## src/rtl/cen_mean_subtractor.sv

```systemverilog
// Mean subtractor for the whitening centering stage.
// Latches four per-channel block sums, derives each channel mean by an arithmetic
// right shift of N_LOG2, then streams N samples out with the mean removed and the
// result saturated to DATA_W bits.
// Build option: define CEN_ROUND_EN to round the mean half toward +inf instead of
// flooring it.
module cen_mean_subtractor #(
  parameter int unsigned DATA_W = 16,
  parameter int unsigned SUM_W  = 21,
  parameter int unsigned N_LOG2 = 5
) (
  input  logic                     clk,
  input  logic                     En,
  input  logic                     sum_valid,
  input  logic signed [SUM_W-1:0]  sum1,
  input  logic signed [SUM_W-1:0]  sum2,
  input  logic signed [SUM_W-1:0]  sum3,
  input  logic signed [SUM_W-1:0]  sum4,
  input  logic                     in_valid,
  output logic                     in_ready,
  input  logic signed [DATA_W-1:0] x1_in,
  input  logic signed [DATA_W-1:0] x2_in,
  input  logic signed [DATA_W-1:0] x3_in,
  input  logic signed [DATA_W-1:0] x4_in,
  output logic                     out_valid,
  output logic signed [DATA_W-1:0] y1,
  output logic signed [DATA_W-1:0] y2,
  output logic signed [DATA_W-1:0] y3,
  output logic signed [DATA_W-1:0] y4,
  output logic                     busy,
  output logic                     done
);

  localparam int unsigned MW = DATA_W + 1;   // mean width
  localparam int unsigned DW = DATA_W + 2;   // difference width, cannot overflow
  localparam int unsigned CW = N_LOG2 + 1;   // counter reaches N without wrapping
  localparam logic [CW-1:0] NCount = CW'(2 ** N_LOG2);
`ifdef CEN_ROUND_EN
  localparam logic signed [SUM_W:0] RoundInc = (SUM_W + 1)'(2 ** (N_LOG2 - 1));
`endif

  typedef enum logic [1:0] {StIdle, StLoad, StStream, StDone} state_e;

  typedef logic signed [SUM_W-1:0]  sum_t;
  typedef logic signed [MW-1:0]     mean_t;
  typedef logic signed [DATA_W-1:0] data_t;

  state_e        state_q, state_d;
  sum_t          sum_q [4];
  sum_t          sum_d [4];
  mean_t         mean_q [4];
  mean_t         mean_d [4];
  data_t         y_q [4];
  data_t         y_d [4];
  logic [CW-1:0] cnt_q, cnt_d;
  logic          out_valid_q, out_valid_d;

  sum_t  sum_in [4];
  data_t x_in [4];

  assign sum_in[0] = sum1;
  assign sum_in[1] = sum2;
  assign sum_in[2] = sum3;
  assign sum_in[3] = sum4;
  assign x_in[0]   = x1_in;
  assign x_in[1]   = x2_in;
  assign x_in[2]   = x3_in;
  assign x_in[3]   = x4_in;

  // Sum is widened by one bit first so the rounding increment cannot overflow.
  function automatic mean_t calc_mean(input sum_t s);
    logic signed [SUM_W:0] ext;
    ext = {s[SUM_W-1], s};
`ifdef CEN_ROUND_EN
    ext = ext + RoundInc;
`endif
    return MW'(ext >>> N_LOG2);
  endfunction

  // x - mean in DW bits, then clamp to the DATA_W signed range.
  function automatic data_t sub_sat(input data_t x, input mean_t m);
    logic [DW-1:0] d;
    d = {{2{x[DATA_W-1]}}, x} - {m[MW-1], m};
    if (d[DW-1:DATA_W-1] != {3{d[DW-1]}}) begin
      return d[DW-1] ? {1'b1, {(DATA_W-1){1'b0}}} : {1'b0, {(DATA_W-1){1'b1}}};
    end
    return d[DATA_W-1:0];
  endfunction

  // Next-state logic for the block FSM and the datapath registers.
  always_comb begin
    state_d     = state_q;
    sum_d       = sum_q;
    mean_d      = mean_q;
    y_d         = y_q;
    cnt_d       = cnt_q;
    out_valid_d = 1'b0;
    unique case (state_q)
      StIdle: begin
        if (sum_valid) begin
          sum_d   = sum_in;
          state_d = StLoad;
        end
      end
      StLoad: begin
        for (int k = 0; k < 4; k++) mean_d[k] = calc_mean(sum_q[k]);
        cnt_d   = '0;
        state_d = StStream;
      end
      StStream: begin
        if (in_valid) begin
          for (int k = 0; k < 4; k++) y_d[k] = sub_sat(x_in[k], mean_q[k]);
          out_valid_d = 1'b1;
          cnt_d       = cnt_q + 1'b1;
          if (cnt_d == NCount) state_d = StDone;
        end
      end
      StDone: begin
        state_d = StIdle;
      end
      default: state_d = StIdle;
    endcase
  end

  // State registers with synchronous active-low clear.
  always_ff @(posedge clk) begin
    if (!En) begin
      state_q     <= StIdle;
      cnt_q       <= '0;
      out_valid_q <= 1'b0;
      for (int k = 0; k < 4; k++) begin
        sum_q[k]  <= '0;
        mean_q[k] <= '0;
        y_q[k]    <= '0;
      end
    end else begin
      state_q     <= state_d;
      cnt_q       <= cnt_d;
      out_valid_q <= out_valid_d;
      for (int k = 0; k < 4; k++) begin
        sum_q[k]  <= sum_d[k];
        mean_q[k] <= mean_d[k];
        y_q[k]    <= y_d[k];
      end
    end
  end

  assign in_ready  = (state_q == StStream);
  assign busy      = (state_q != StIdle);
  assign done      = (state_q == StDone);
  assign out_valid = out_valid_q;
  assign y1        = y_q[0];
  assign y2        = y_q[1];
  assign y3        = y_q[2];
  assign y4        = y_q[3];

endmodule
```

## config.mk

```make
export PLATFORM = sky130hd
export DESIGN_NAME = cen_mean_subtractor
export DESIGN_NICKNAME = d
export VERILOG_FILES = /design/src/rtl/cen_mean_subtractor.sv
export SDC_FILE = /design/constraint.sdc
export NUM_CORES = 1
export LEC_CHECK = 0
export BUFFER_PORTS_ARGS = -buffer_cell sky130_fd_sc_hd__buf_2
export CORE_MARGIN = 4
export CORE_UTILIZATION = 56
export DETAILED_ROUTE_END_ITERATION = 7
export PLACE_DENSITY = 0.81
export SLEW_MARGIN = 20
export SYNTH_ARGS = -nofsm -noshare
export SYNTH_HDL_FRONTEND = slang
export SYNTH_SLANG_ARGS = --single-unit
```

## constraint.sdc

```tcl
create_clock -name clk -period 4.2 [get_ports clk]
set_clock_uncertainty 0.15 [all_clocks]
set_input_delay 0.84 -clock clk [delete_from_list [all_inputs] [get_ports clk]]
set_output_delay 0.84 -clock clk [all_outputs]
set_load 0.02 [all_outputs]
```

== Yosys cells after proc, flatten, opt, wreduce, memory -nomap -nowiden ==
Index checks and enable logic that the tools add are counted.

* Add/sub/neg operators: 5
* Eq/ne operators: 11
* Muxes and demuxes: 31
* Reductions and logical operators: 8

{| class="wikitable"
|+ Operators by type and width
! cell !! number
|-
| 16-bit 2-to-1 mux || 12
|-
| 16-bit by 16-bit subtractor with 17-bit output || 4
|-
| 1-bit 2-to-1 mux || 13
|-
| 6-bit case mux with 2 select lines || 1
|-
| 2-bit != test || 4
|-
| 2-bit case mux with 4 select lines || 1
|-
| 2-bit AND reduction || 4
|-
| 6-bit by 1-bit adder with 6-bit output, second input constant || 1
|-
| 6-bit == test, second input constant || 1
|-
| 2-bit 2-to-1 mux || 3
|-
| 6-bit 2-to-1 mux || 1
|-
| 2-bit == test, second input constant || 2
|-
| 2-bit != test, second input constant || 2
|-
| 2-bit nonzero test || 2
|-
| 3-bit AND reduction || 1
|-
| 2-bit by 1-bit == test with 1-bit output, second input constant || 1
|-
| 2-bit logical NOT || 1
|-
| 2-bit by 1-bit != test with 1-bit output, second input constant || 1
|}

* Bits in registers: 221
* Input bits: 152
* Output and inout port bits: 68
* Logic and storage cells: 70

== Longest topological paths before layout ==
Gate-level depths: netlist of run 1.

* Word-level depth: 6
* Gate-level depth with buffers: 13
* Gate-level depth less buffers: 11

== Worst setup path after synthesis of run 1 ==
Ideal clock, no wire load.

* Path kind: input-to-reg
* From: input x2_in[0]
* To: register y_q (netlist bit y2[10])
* Library setup time: 0.137 ns
* Data arrival time: 3.037 ns
* Required time: 3.913 ns
* Path slack: 0.875 ns
* Stages: 12
* Buffers on the path: 1
* Path through: inv_1 -> ha_1 -> inv_1 -> fa_1 -> a21o_1 -> a31o_1 -> a21oi_1 -> o21bai_1 -> a41oi_2 -> buf_4 -> maj3_2 -> a21oi_2

* Longest elaborated chain between the ends: 6
* Elaborated cells on any way between the ends: 8
* Those cells by class: add/sub: 1; eq/ne: 1; mux: 6

{| class="wikitable"
|+ RTL lines
! element !! line !! source
|-
| from (decl) || 22 || <nowiki>input logic signed [DATA_W-1:0] x2_in,</nowiki>
|-
| 16-bit by 16-bit subtractor with 17-bit output * || 83 || <nowiki>d = {{2{x[DATA_W-1]}}, x} - {m[MW-1], m};</nowiki>
|-
| 2-bit != test || 84 || <nowiki>if (d[DW-1:DATA_W-1] != {3{d[DW-1]}}) begin</nowiki>
|-
| 1-bit 2-to-1 mux || 84 ||
|-
| 1-bit 2-to-1 mux || 111 || <nowiki>if (in_valid) begin</nowiki>
|-
| 1-bit 2-to-1 mux || 98 || <nowiki>unique case (state_q)</nowiki>
|-
| 16-bit 2-to-1 mux * || 87 || <nowiki>return d[DATA_W-1:0];</nowiki>
|-
| to (signal, indexed assignment) || 143 || <nowiki>y_q[k] <= y_d[k];</nowiki>
|-
| to (decl) || 53 || <nowiki>data_t y_q [4];</nowiki>
|}

Every way passes the cells marked *; elsewhere a longest branch is shown, timed or not. The select of a mux whose other input is x is not followed.
A chain may end at the register's enable or synchronous reset.

== Worst setup path after layout of run 1 ==
* From: input x3_in[0]
* To: register y_q (netlist bit y3[0])

* Longest elaborated chain between the ends: 6
* Elaborated cells on any way between the ends: 8
* Those cells by class: add/sub: 1; eq/ne: 1; mux: 6

{| class="wikitable"
|+ RTL lines
! element !! line !! source
|-
| from (decl) || 23 || <nowiki>input logic signed [DATA_W-1:0] x3_in,</nowiki>
|-
| 16-bit by 16-bit subtractor with 17-bit output * || 83 ||
|-
| 2-bit != test || 84 ||
|-
| 1-bit 2-to-1 mux || 84 ||
|-
| 1-bit 2-to-1 mux || 111 ||
|-
| 1-bit 2-to-1 mux || 98 ||
|-
| 16-bit 2-to-1 mux * || 87 ||
|}

Marked as above.

==> qor.tcl, run 1 <==
set qor(routed_wire_length_per_instance_um) 15.3
set qor(swShare_pct) 34.5
set qor(crit_fanout) 9
set qor(sequential_cell_area_fraction_in_the_yosys_report_pct) 35.3
set qor(timing.setup.tns_ps) 0
set qor(core-area_um2) 19800
set qor(numCtsBuffers) 22
set qor(dp.cells) 1735
set qor(portBuffers) 199
set qor(cts_tree) {done}
set qor(fin_cells) 1779
set qor(root_buffer) {clkbuf_16}
set qor(status) {finished clean}
set qor(clk_path_buf_depth) 3
set qor(total_power_per_unit_cell_area_nw_per_um2) 501
set qor(floorplan.rows) 51
set qor(switching_power_uw) 2300
set qor(synth.top_cells.by_area) {dfxtp_1, ha_1, mux2i_1}
set qor(ctsHtreeMaxLevel) 1
set qor(r2r-start) {mean_q[17]$_SDFFE_PN0P_}
set qor(final-hold-violation-count) 0
set qor(peak_supply_drop_v) 0.000306
set qor(critical_path.startpoint) {x3_in[0]}
set qor(yosysTopAreaCellShare_pct) 35.3
set qor(clk_pin_slew_worst_paths_ps) 60
set qor(grt_pass1_wl_um) 44900
set qor(final_nets) 1720
set qor(most-common-layout-cells) {dfxtp_1, buf_2, nand2_1}
set qor(arrival_time_at_the_worst_endpoint_ps) 3370
set qor(timing.fmax_ghz) 0.316
set qor(comb_power_share_pct) 34.8
set qor(startpoint_class_of_the_critical_path) {input pin}
set qor(cell_internal_pwr_uw) 4360
set qor(area_growth_pct) 16.6
set qor(setup_violators_final) 0
set qor(place.gp.congestion) 0.898
set qor(pre_cts_ws_ps) 552
set qor(ys.warnings.count) 0
set qor(worstSetupEndpointType) {register}
set qor(cts_hold_buffers) 0
set qor(layout.core_utilization_pct) 67.3
set qor(finalWorstSetupSlack_ps) 1040
set qor(worst-endpoint-required_ps) 4410
set qor(height_of_the_chip_um) 151
set qor(synth.cell_area_um2) 11400
set qor(synth-edff-count) 0
set qor(post_route_cells_drive_above_1_share_pct) 19.9
set qor(cts_setup_buffers) 0
set qor(total_power_uw) 6660
set qor(dominantRegCellSynth) {dfxtp_1}
set qor(final.period_utilization_pct) 75.2
set qor(hold_path_startpoint) {y1[15]$_SDFFE_PN0P_}
set qor(post_cts_resized) 0
set qor(path_class) {input pin to register}
set qor(power.share.sequential_pct) 35.6
set qor(ant_nets) 0
set qor(clockPowerShare_pct) 29.7
set qor(post_synth_inst_count) 1335
set qor(syn_area_per_cell_um2) 8.55
set qor(netlist-cell-type-count) 67
set qor(detail_routed_via_count_per_cell) 5.44
set qor(numClockSinks) 201
set qor(finalMaxSlewViolations) 0
set qor(post-synth-top-area-cell) {dfxtp_1}
set qor(slew-limit-headroom_pct) 45.0
set qor(postSynth.asyncResetShare_pct) 0
set qor(groute.usage.overall_pct) 23.7
set qor(wirelength_um) 27200
set qor(design.portCount) 220
set qor(first_pass_iters) 5
set qor(cap_violations) 0
set qor(grt_max_degree) 86
set qor(tightestPinTransition_ps) 825
set qor(chipWidth_um) 151
set qor(drtIter0Drc) 328
set qor(fp.dieArea_um2) 22700
set qor(initial_antenna_violation_count) 8
set qor(detailedPlacementHpwl_um) 19800
set qor(power.static_leakage_uw) 0.00540
set qor(postSynthRegisterBits) 201
set qor(initial_cell_density_of_the_core_pct) 57.7
set qor(remaining_drc_errors) 0
set qor(grt_pass1_vias) 9321
set qor(count_of_vias_placed_by_the_detailed_router) 9682
set qor(most_common_library_cell_in_the_layout_ignoring_fill_and_taps) {dfxtp_1}
set qor(post-route-min-period_ps) 3160
set qor(mappedNetlistNets) 1561
set qor(hold_path.class) {register to register}
set qor(clock_latency_ps) 500
set qor(setup_repair_after_global_routing_missed_its_margin) {no}
set qor(global_route.overflow_total) 0
[cell usage after synthesis (21+ instances only)]
cell and number:
a21boi_0 65, dfxtp_1 201, xor2_1 21, o21ai_0 84, nand2_1 181, mux2i_1 69
a21oi_1 110, nor2b_1 70, clkbuf_1 54, maj3_1 37, nor2_1 36, inv_1 82
ha_1 70, xnor2_1 26
[layer usage]
layer	global-route usage (%)	up-vias	share of wire [%]
met5	0	-	0.23
met4	6.26	8	2.5
met3	4.24	51	5.4
met2	39.4	217	47
met1	31.7	4479	45
li1	-	4927	-
[stage by stage]
step | instance area, um2 | hold slack, ps
after floorplan | 11400 | 293
after global placement | 12600 | 291
after detailed placement | 12600 | 293
after CTS | 13300 | 301
after global routing | 13300 | 332
final | 13300 | 297
[logic make-up (layout without fill, tap and decap cells)]
| logic type | Yosys count | in the layout | share of synthesized area [%] |
|---|---|---|---|
| AOI/OAI and AO/OA | 365 | 365 | 20.7 |
| xor gates and xnor gates | 49 | 49 | 3.89 |
| adders and majority gates | 130 | 130 | 13.5 |
| buffers and inverters | 162 | 337 | 5.65 |
| DFF | 201 | 201 | 35.3 |
| muxes | 72 | 72 | 6.35 |
| other | 0 | 4 | 0 |
| and+or+nand+nor | 356 | 356 | 14.6 |
[power groups by stage]
stage | logic [uW] | registers [uW] | clock network [uW]
detailed placement | 2310 | 2410 | 0
floorplan | 1600 | 2530 | 0
finish | 2320 | 2370 | 1970
global placement | 2260 | 2390 | 0
CTS | 2320 | 2370 | 2010
global route | 2570 | 2400 | 2100
[worst max-delay path, cell delays in order]
cell and delay [ps]:
buf_2 100, inv_1 50, ha_1 170, inv_1 60, fa_1 400, a21o_1 210, a31oi_1 250, nor3_1 90
or2_1 280, a41oi_2 440, buf_4 250, maj3_1 180, a21oi_1 70
[registers in the layout, summed over array words and instances, names as in the netlist]
signal     cells
y2            16
mean_q        64
sum_q         64
state_q        2
y4            16
out_valid      1
y3            16
cnt_q          6
y1            16
[worst paths after layout]
check	slack (ps)	endpoint	cells after the start
max reg2reg	1180	y3[0]$_SDFFE_PN0P_	11
min	300	y1[15]$_SDFFE_PN0P_	2
min reg2reg	300	y1[15]$_SDFFE_PN0P_	2
max	1040	y3[0]$_SDFFE_PN0P_	13
[layout make-up]
| type | count | area, um2 |
|---|---|---|
| Tap cell | 265 | 332 |
| Timing Repair Buffer | 215 | 1130 |
| Clock inverter | 5 | 78.8 |
| Antenna cell | 4 | 10.0 |
| Sequential cell | 201 | 4020 |
| Fill cell | 1672 | 6480 |
| Inverter | 82 | 308 |
| Multi-Input combinational cell | 972 | 6760 |
| Clock buffer | 35 | 661 |
No activity file was read; power rests on OpenSTA's default activity.
==> run 2, diff against run 1 <==
==> constraint.sdc (replaced) <==
create_clock -name clk -period 3.18 [get_ports clk]
set_clock_uncertainty 0.15 [all_clocks]
set_input_delay 0.636 -clock clk [delete_from_list [all_inputs] [get_ports clk]]
set_output_delay 0.636 -clock clk [all_outputs]
set_load 0.02 [all_outputs]
==> run 2 against run 1 <==
  * Via count grew 0.11%
  * Count of clock-buffer cells in the layout shrank 5
  * Routed wire length grew 0.15%
  * Flip-flop and latch count is the same
  * Critical path depth shrank 4
  * Die area is the same
  * Core utilization grew 1.4 points
  * First-iteration DRC count grew 41%
  * Hold slack lost 68 ps
  * Clock power grew 37%
  * Register-to-register slack lost 880 ps
  * Sequential power grew 32%
  * Largest power group is now combinational logic
  * Highest routed layer unchanged
==> qor.tcl, run 2 (same netlist as run 1, synthesis figures left out) <==
set qor(peak_supply_drop_v) 0.000397 ;# +30%
set qor(ctsHtreeMaxLevel) 1 ;# unchanged
set qor(global_route.overflow_total) 0 ;# unchanged
set qor(place.gp.congestion) 0.873 ;# -2.7%
set qor(groute.usage.overall_pct) 23.7 ;# about the same
set qor(cp_slowest_stage_delay_ps) 730 ;# +290 ps
set qor(clockPowerShare_pct) 29.9 ;# +0.2 points
set qor(worst-endpoint-required_ps) 3410 ;# -1000 ps
set qor(worstHoldEndpoint) {sum_q[26]$_SDFFE_PN0P_}
set qor(area_after_detailed_placement_um2) 12800 ;# +2.0%
set qor(timing.fmax_ghz) 0.347
set qor(holdPathStages) 3 ;# +1
set qor(area_growth_pct) 19.0
set qor(r2r-start) {mean_q[4]$_SDFFE_PN0P_}
set qor(post_cts_resized) 0 ;# unchanged
set qor(setup_violators_final) 0 ;# unchanged
set qor(design.portCount) 220 ;# unchanged
set qor(grt_pass1_wl_um) 44800 ;# about the same
set qor(clock_latency_ps) 500 ;# about the same
set qor(core-area_um2) 19800 ;# unchanged
set qor(crit_fanout) 16 ;# +7
set qor(tightestPinTransition_ps) 995 ;# +171 ps
set qor(most-common-layout-cells) {dfxtp_1, buf_2, nand2_1}
set qor(hold_path.class) {input pin to register}
set qor(remaining_drc_errors) 0 ;# unchanged
set qor(power.share.sequential_pct) 34.8 ;# -0.8 points
set qor(most_common_library_cell_in_the_layout_ignoring_fill_and_taps) {dfxtp_1}
set qor(total_power_per_unit_cell_area_nw_per_um2) 661 ;# +32%
set qor(chipWidth_um) 151 ;# unchanged
set qor(finalWorstSetupSlack_ps) 299 ;# -741 ps
set qor(cap_violations) 0 ;# unchanged
set qor(initial_antenna_violation_count) 5 ;# -3
set qor(worstSetupEndpointType) {register}
set qor(n_fill_cell) 1599 ;# -4.4%
set qor(post-route-cell-area_um2) 13600 ;# +2.0%
set qor(routed_wire_length_per_instance_um) 15.2 ;# -0.85%
set qor(first_pass_iters) 4 ;# -1
set qor(cts_tree) {done}
set qor(grt_pass1_vias) 9422 ;# +1.1%
set qor(arrival_time_at_the_worst_endpoint_ps) 3110 ;# -260 ps
set qor(ant_nets) 0 ;# unchanged
set qor(portBuffers) 199 ;# unchanged
set qor(end_of_the_worst_register_to_register_path) {y4[5]$_SDFFE_PN0P_}
set qor(status) {finished clean}
set qor(layout.area.seq_um2) 4020 ;# unchanged
set qor(clk_path_buf_depth) 3 ;# unchanged
set qor(swShare_pct) 34.2 ;# -0.35 points
set qor(comb_power_share_pct) 35.2 ;# +0.4 points
set qor(worst_reg2reg_path_depth) 9 ;# -2
set qor(numCtsBuffers) 23 ;# +4.5%
set qor(pre_cts_ws_ps) -57.4 ;# -609 ps
set qor(cts_setup_buffers) 0 ;# unchanged
set qor(switching_power_uw) 3070 ;# +33%
set qor(count_of_vias_placed_by_the_detailed_router) 9693 ;# +0.11%
set qor(detail_routed_via_count_per_cell) 5.39 ;# -0.89%
set qor(post_route_cells_drive_above_1_share_pct) 21.4 ;# +1.4 points
set qor(height_of_the_chip_um) 151 ;# unchanged
set qor(hold_path_startpoint) {sum3[5]}
set qor(cts_hold_buffers) 0 ;# unchanged
set qor(cell_internal_pwr_uw) 5910 ;# +35%
set qor(multi_input_comb_area_um2) 6760 ;# unchanged
set qor(worstPathCellList) {inv_1, ha_1, a21o_1, nand2b_1, o2111ai_2, o41ai_4, xnor2_2, maj3_2, a21oi_1}
set qor(final.period_utilization_pct) 90.6
set qor(floorplan.rows) 51 ;# unchanged
set qor(initial_cell_density_of_the_core_pct) 57.7 ;# unchanged
set qor(clk_pin_slew_worst_paths_ps) 60 ;# about the same
set qor(numClockSinks) 201 ;# unchanged
set qor(setup_repair_after_global_routing_missed_its_margin) {no}
set qor(final_nets) 1742 ;# +1.3%
set qor(fp.dieArea_um2) 22700 ;# unchanged
set qor(grt_max_degree) 81 ;# -5.8%
set qor(post-route-min-period_ps) 2880
set qor(reg_top3) {mean_q (64), sum_q (64)}
set qor(timing.reg2reg.setup_slack_ps) 300 ;# -880 ps
set qor(power.static_leakage_uw) 0.00555 ;# +2.7%
set qor(drtIter0Drc) 464 ;# +41%
set qor(detailedPlacementHpwl_um) 20000 ;# +1.2%
set qor(startpoint_class_of_the_critical_path) {register}
set qor(wirelength_um) 27200 ;# +0.15%
set qor(path_class) {register to register}
set qor(final-hold-violation-count) 0 ;# unchanged
set qor(slowest_stage) {xnor2_2}
set qor(finalMaxSlewViolations) 0 ;# unchanged
set qor(root_buffer) {clkbuf_16}
set qor(slew-limit-headroom_pct) 33.2 ;# -12 points
run 2: layout make-up:
cell class                      count  share of cell area (%)
Antenna cell                        1                  0.0184
Multi-Input combinational cell    972                    49.8
Timing Repair Buffer              236                    10.1
Clock inverter                     10                   0.968
Inverter                           82                    2.27
Sequential cell                   201                    29.6
Tap cell                          265                    2.44
Clock buffer                       30                    4.73
run 2: worst max path at each step:
stage | startpoint | endpoint | slack (ps) | cells past startpoint
3_5_place_dp | x4_in[4] | y4[5]$_SDFFE_PN0P_ | -60 | 9
5_1_grt | mean_q[57]$_SDFFE_PN0P_ | y1[4]$_SDFFE_PN0P_ | 8 | 9
4_1_cts | mean_q[4]$_SDFFE_PN0P_ | y4[5]$_SDFFE_PN0P_ | 330 | 9
6_report | mean_q[4]$_SDFFE_PN0P_ | y4[5]$_SDFFE_PN0P_ | 300 | 9
3_3_place_gp | x4_in[4] | y4[10]$_SDFFE_PN0P_ | 2 | 9
2_1_floorplan | x2_in[0] | y2[10]$_SDFFE_PN0P_ | 60 | 12
run 2: metrics by stage:
stage,total power (uW),cells,hold WS [ps],setup TNS [ps],utilization [%]
floorplan,5450,1335,293,0,-
CTS,9030,1796,213,0,68.6
global placement,6230,1756,290,0,64.7
detailed placement,6310,1756,297,-614,64.7
global route,9510,1797,221,0,68.6
finish,8970,1797,229,0,68.6
run 2: critical path: cells and delay by family (launching register included):
kind	cells	cell delay (ps)
buf+inv	1	50
flops	1	330
simple gates	1	170
xor+xnor	1	730
compound gates	4	660
fa+ha+maj	2	670
run 2: routing by layer:
| metal | GRT usage [%] | up-vias | wire length, um |
|---|---|---|---|
| met1 | 30.8 | 4458 | 12200 |
| met4 | 6.66 | 8 | 671 |
| li1 | - | 4960 | - |
| met2 | 40.5 | 211 | 12800 |
| met3 | 4.12 | 56 | 1500 |
| met5 | 0 | - | 49 |
run 2: power by group through the flow:
stage               combinational (uW)  clock [uW]  sequential, uW
floorplan                         2120           0            3340
global placement                  3070           0            3160
detailed placement                3140           0            3170
CTS                               3170        2740            3130
global route                      3490        2850            3170
finish                            3160        2690            3130
